<file path="config.mk">
export PLATFORM = sky130hd
export DESIGN_NAME = shift_add_multiplier
export DESIGN_NICKNAME = d
export VERILOG_FILES = /design/src/rtl/shift_add_multiplier.sv
export SDC_FILE = /design/constraint.sdc
export NUM_CORES = 1
export LEC_CHECK = 0
export CORE_MARGIN = 3
export CORE_UTILIZATION = 52
export DETAILED_ROUTE_END_ITERATION = 6
export GPL_TIMING_DRIVEN = 0
export PLACE_DENSITY_LB_ADDON = 0.2
export SLEW_MARGIN = 20
export SYNTH_ARGS = -nofsm -noshare
export SYNTH_HDL_FRONTEND = slang
export SYNTH_SLANG_ARGS = --single-unit
</file>
<file path="constraint.sdc">
create_clock -name clk -period 4.05 [get_ports clk]
set_input_delay 0.81 -clock clk [delete_from_list [all_inputs] [get_ports clk]]
set_output_delay 0.81 -clock clk [all_outputs]
set_load 0.005 [all_outputs]
</file>
<file path="src/rtl/shift_add_multiplier.sv">
// Sequential shift-add multiplier: retires one multiplier bit per cycle, LSB first.
// Handles signed operands by multiplying magnitudes and negating the product at the end.
module shift_add_multiplier #(
  parameter int WIDTH = 8
) (
  input  logic               clk,
  input  logic               rst_n,
  input  logic               in_valid,
  output logic               in_ready,
  input  logic [WIDTH-1:0]   a,
  input  logic [WIDTH-1:0]   b,
  input  logic               is_signed,
  output logic               out_valid,
  input  logic               out_ready,
  output logic [2*WIDTH-1:0] p,
  output logic               busy
);

  localparam int PW = 2 * WIDTH;
  localparam int SW = $clog2(WIDTH);

  typedef enum logic [1:0] {IDLE, CALC, DONE} state_e;

  state_e           state_q, state_d;
  logic [WIDTH-1:0] mcand_q, mcand_d;
  logic [WIDTH-1:0] mplier_q, mplier_d;
  logic             neg_q, neg_d;
  logic [PW-1:0]    acc_q, acc_d;
  logic [PW-1:0]    p_q, p_d;
  logic [SW-1:0]    step_q, step_d;

  logic [WIDTH-1:0] a_mag, b_mag;
  logic [PW-1:0]    addend, sum;

  // Negating the most negative value wraps to 2^(WIDTH-1), which is its correct unsigned magnitude.
  always_comb begin
    a_mag  = (is_signed && a[WIDTH-1]) ? -a : a;
    b_mag  = (is_signed && b[WIDTH-1]) ? -b : b;
    addend = mplier_q[step_q] ? ({{WIDTH{1'b0}}, mcand_q} << step_q) : '0;
    sum    = acc_q + addend;
  end

  // NOTE: every signal written here gets a default first, so no path leaves it unassigned (no latch).
  always_comb begin
    state_d  = state_q;
    mcand_d  = mcand_q;
    mplier_d = mplier_q;
    neg_d    = neg_q;
    acc_d    = acc_q;
    p_d      = p_q;
    step_d   = step_q;

    unique case (state_q)
      IDLE: begin
        if (in_valid) begin
          mcand_d  = a_mag;
          mplier_d = b_mag;
          neg_d    = is_signed & (a[WIDTH-1] ^ b[WIDTH-1]);
          acc_d    = '0;
          step_d   = '0;
          state_d  = CALC;
        end
      end
      CALC: begin
        acc_d  = sum;
        step_d = step_q + SW'(1);
        if (step_q == SW'(WIDTH - 1)) begin
          // The final partial product is folded in on the same edge that enters DONE.
          p_d     = neg_q ? -sum : sum;
          state_d = DONE;
        end
      end
      DONE: begin
        if (out_ready) state_d = IDLE;
      end
      default: state_d = IDLE;
    endcase
  end

  // NOTE: sequential state uses non-blocking assignments so all flops update from pre-edge values.
  always_ff @(posedge clk or negedge rst_n) begin
    if (!rst_n) begin
      state_q  <= IDLE;
      mcand_q  <= '0;
      mplier_q <= '0;
      neg_q    <= 1'b0;
      acc_q    <= '0;
      p_q      <= '0;
      step_q   <= '0;
    end else begin
      state_q  <= state_d;
      mcand_q  <= mcand_d;
      mplier_q <= mplier_d;
      neg_q    <= neg_d;
      acc_q    <= acc_d;
      p_q      <= p_d;
      step_q   <= step_d;
    end
  end

  assign in_ready  = (state_q == IDLE);
  assign out_valid = (state_q == DONE);
  assign busy      = (state_q != IDLE);
  assign p         = p_q;

endmodule

</file>
Word-level counts from Yosys, hierarchy flattened
Index checks and enable logic that the tools add are counted.

storage, ports and cells
  bits in registers = 54
  input bits = 21
  output and inout port bits = 19

cells by class
  $add $sub $neg = 5
  order comparisons = 1
  eq/ne operators = 6
  shift operators = 1
  multiplexer cells = 14
  bitwise logic cells = 2
  reduce and logical (&&, ||, !) cells = 9

operators with widths
  cell                                                        number
  two-way mux 16 bit                                          3
  one-hot mux 16 bit (2 select lines)                         1
  adder 16 bit                                                1
  two-way mux 8 bit                                           2
  negator 16 bit                                              1
  negator 8 bit                                               2
  left shift 8 x 3 -> 16 bit                                  1
  two-way mux 2 bit                                           3
  one-hot mux 2 bit (3 select lines)                          1
  one-hot mux 3 bit (2 select lines)                          1
  AND reduction 2 bit                                         3
  less-than comparator 3 x 4 -> 1 bit, second input constant  1
  inequality test 2 bit, second input constant                2
  nonzero test 2 bit                                          2
  adder 3 x 1 -> 3 bit, second input constant                 1
  binary-select mux 1 bit (select 3 bit)                      1
  == test 3 bit, second input constant                        1
  two-way mux 3 bit                                           1
  AND reduction 3 bit                                         1
  == test 2 x 1 -> 1 bit, second input constant               1
  == test 2 bit, second input constant                        1
  logical AND 1 bit                                           2
  logical NOT 2 bit                                           1
  inequality test 2 x 1 -> 1 bit, second input constant       1
  3 further kinds                                             3

Logic depth before layout (Yosys ltp)
  depth in word-level cells = 6
  gate-level depth with buffers = 19
  mapped depth without buffers = 16

Least setup slack after synthesis
Ideal clock, no wire load.

  path kind = register -> register
  from = register step_q[0]
  to = register p_q[15], in the netlist p[15]
  setup time = 0.124 ns
  arrival time = 3.770 ns
  required time = 3.926 ns
  setup slack = 0.156 ns
  cell stages (with the launch flop) = 17
  clock period less this slack = 3.894 ns
  path through = dfrtp_1 > clkbuf_1 > mux4_2 > nand2_1 > and2_1 > clkbuf_1 > a21oi_1 > ha_1 > a21oi_2 > o221a_4 > o22ai_1 > mux2i_1 > xor2_1 > nand3_1 > o41ai_2 > xnor2_1 > o21ai_1

between the ends
  cells in the longest elaborated chain, start to end = 6
  elaborated cells on any way between the ends = 9
  those cells by class = add/sub: 2; eq/ne: 1; shift: 1; mux: 4; reduce/logical: 1

ends and longest elaborated chain
  item                                     line  source
  start: declaration                       30    logic [SW-1:0] step_q, step_d;
  start signal: assignment                 97    step_q <= step_d;
  binary-select mux 1 bit (select 3 bit)   39    addend = mplier_q[step_q] ? ({{WIDTH{1'b0}}, mcand_q} << step_q) : '0;
  two-way mux 1 bit (not written as such)  39
  two-way mux 16 bit                       39
  adder 16 bit                             40    sum = acc_q + addend;
  negator 16 bit                           69    p_d = neg_q ? -sum : sum;
  two-way mux 16 bit                       69
  end signal: assignment                   96    p_q <= p_d;
  end: declaration                         29    logic [PW-1:0] p_q, p_d;

Several ways; a longest one is shown, not always the timed one. The select of a mux whose other input is x is not followed.
A chain may end at the register's enable or synchronous reset.

Worst setup path in the final report
Ends and elaborated chain as after synthesis.

==> flow_summary.ini <==
[outcome]
status = finished clean

[floorplan]
rows = 30
core-area_um2 = 6870
io_pins = 40
dieArea_um2 = 8250
die_w_um = 90.9
die_y_um = 90.9
initial_core_util_pct = 54.5

[grt]
grt_pass1_vias = 3295
overflow = 0
antenna_found_initial = 0
grt_pass1_wl_um = 15100
grt_usage_pct = 22.2
grt_max_degree = 55

[synthesis]
async_reset_ff_share_pct = 100
synth_edf_count = 0
synth_area_leaders = dfrtp_1, nand2_1, ha_1, o21ai_0, xnor2_1
ys_types = 45
synthCells = 455
synth_seq_cells = 54
synth_largest_area_cell = dfrtp_1
synth_top_flop_cell = dfrtp_1
synth-warning-count = 0
yosysSeqAreaShare_pct = 36.1
synth_top_cell_area_share_pct = 36.1
synth_fp_nets = 497
syn_area_per_cell_um2 = 8.23
syn_area_um2 = 3740

[sta]
setup_viol = 0
worst_pin_slew_ns = 0.683
skew_ns = 0.00823
max_slew_margin_pct = 54.5
finalHoldViolCount = 0
fin_crit_ns = 3.88
fin_crit_sh_pct = 95.9
fin_tns_setup_ns = 0
maxSlewViolCount = 0
fmax_mhz = 258

[hold_path]
hp-class = flip-flop to flip-flop
holdPathStages = 2

[cts]
holdBufCountCts = 0
cts_max_path_buffers = 2
htreeDepth = 2
numCtsBuffers = 5
clk_pin_slew_ns = 0.10
clock_sinks = 54
insertion_delay_ns = 0.31
cts_tree = built
cts_root_buffer = clkbuf_8

[cells_and_area]
num_antenna_cells = 0
seq_area_um2 = 1350
final_cell_mix = nand2_1, dfrtp_1, o21ai_0
nFillCells = 625
design_area_um2 = 4460
final_util_pct = 65.0
synthToLayoutAreaGrowth_pct = 19.2
multi_input_area_um2 = 2310
final_common_cell = nand2_1
nets = 543
drive_above_1_share_pct = 9.56

[routing]
firstDrtPassIters = 5
drc = 0
vias = 3331
antenna_left = 0
drt_iter0_drc = 176
wire_per_inst_um = 14.7
routed_wl_um = 8760
via_per_inst = 5.57

[setup_path]
endpoint_kind = flip-flop
r2r_cells = 14
cp.required_ns = 4.25
cp_max_fo = 7
critPathLaunchType = flip-flop
crit_slowest_cell = mux4_2
worstSetupPathType = flip-flop to flip-flop
crit_chain = mux4_2 > nand2_2 > and2_4 > a21oi_1 > ha_2 > nand3_1 > o221a_4 > o22ai_2 > mux2i_2 > xor2_2 > nand3_2 > o41ai_4 > xnor2_1 > o21ai_1
slowest_delay_ns = 0.52
arrival_ns = 4.08

[placement]
dpl_cell_area_um2 = 4240
dp_hpwl_um = 6720
gp_congestion = 0.879
port_buffers = 38

[power]
p_leak_uw = 0.00197
cellPowerDensity_nw_per_um2 = 831
ir_drop_uv = 253
p_total_uw = 3710

[job]
drv_cap = 0
cells by family after synthesis:
logic type	Yosys count	synth area share, %
AO/OA/AOI/OAI	113	18.3
XOR/XNOR	36	8.62
adder cells (fa/ha/maj)	21	7.22
buffers and inverters	43	4.45
flip-flops	54	36.1
multiplexers	14	4.51
AND/OR/NAND/NOR	174	20.8
critical path, delay by kind of cell (launching register included):
kind	cells	cell delay, ns
adder cells (fa/ha/maj)	1	0.39
AND/OR/NAND/NOR	4	0.59
AO/OA/AOI/OAI	5	1.04
flip-flops	1	0.44
multiplexers	2	0.85
XOR/XNOR	2	0.43
through the flow:
stage                     hold slack, ns  instances  worst slack [ns]
after detailed placement           0.469        589            -0.636
after CTS                          0.492        595            0.0130
after global routing               0.521        598           -0.0184
final                              0.488        598             0.168
after global placement             0.462        589            -0.557
after floorplan                    0.445        455             0.156
worst paths after layout:
path,start,to,slack [ns]
worst min-delay path,p[12],p[12],0.49
worst max register to register,step_q[0],p[15],0.17
worst min register to register,p[12],p[12],0.49
max in group asynchronous,rst_n,step_q[1],3.03
worst max-delay path,step_q[0],p[15],0.17
min in group asynchronous,rst_n,p[0],0.54
Yosys cell counts, drive strengths merged (6+ instances only):
cell and n:
clkbuf 21, a21oi 22, dfrtp 54, nand2b 7
nand3 34, a31oi 6, xor2 14, nor2 33
inv 19, o21ai 60, ha 20, xnor2 22
a21o 6, nand2 76, mux2i 9
area by class of cell:
cell class	count	area share [%]
multi-input cells	358	51.9
inverters	19	1.60
flip-flops and latches	54	30.3
well taps	96	2.69
clock inverters	1	0.196
plain buffers	20	1.91
clock buffers	7	2.16
repair buffers	43	9.25
metal layers:
metal / global-route usage [%] / wire length (um) / vias up
met5: 0 / 0 / -
met4: 6.28 / 126 / 0
met3: 3.25 / 395 / 11
met2: 39.2 / 4410 / 86
met1: 28.3 / 3840 / 1571
li1: - / - / 1663
power breakdown:
group          leakage (uW)  total (uW)  internal (uW)  switching [uW]
registers          0.000688         955            782             173
logic               0.00122        2420           1010            1410
clock network     0.0000544         338            157             181
flip-flops by register name, indices dropped and copies added, names as in the netlist:
| name | flops |
|---|---|
| acc_q | 16 |
| step_q | 3 |
| mplier_q | 8 |
| neg_q | 1 |
| state_q | 2 |
| mcand_q | 8 |
| p | 16 |
timing repair:
action,in CTS,in global routing
buffers inserted,1,4
pin swaps,0,2
setup endpoints to repair,10,4
resized for setup,7,16
cloned,0,0
(Power assumes the default switching activity.)
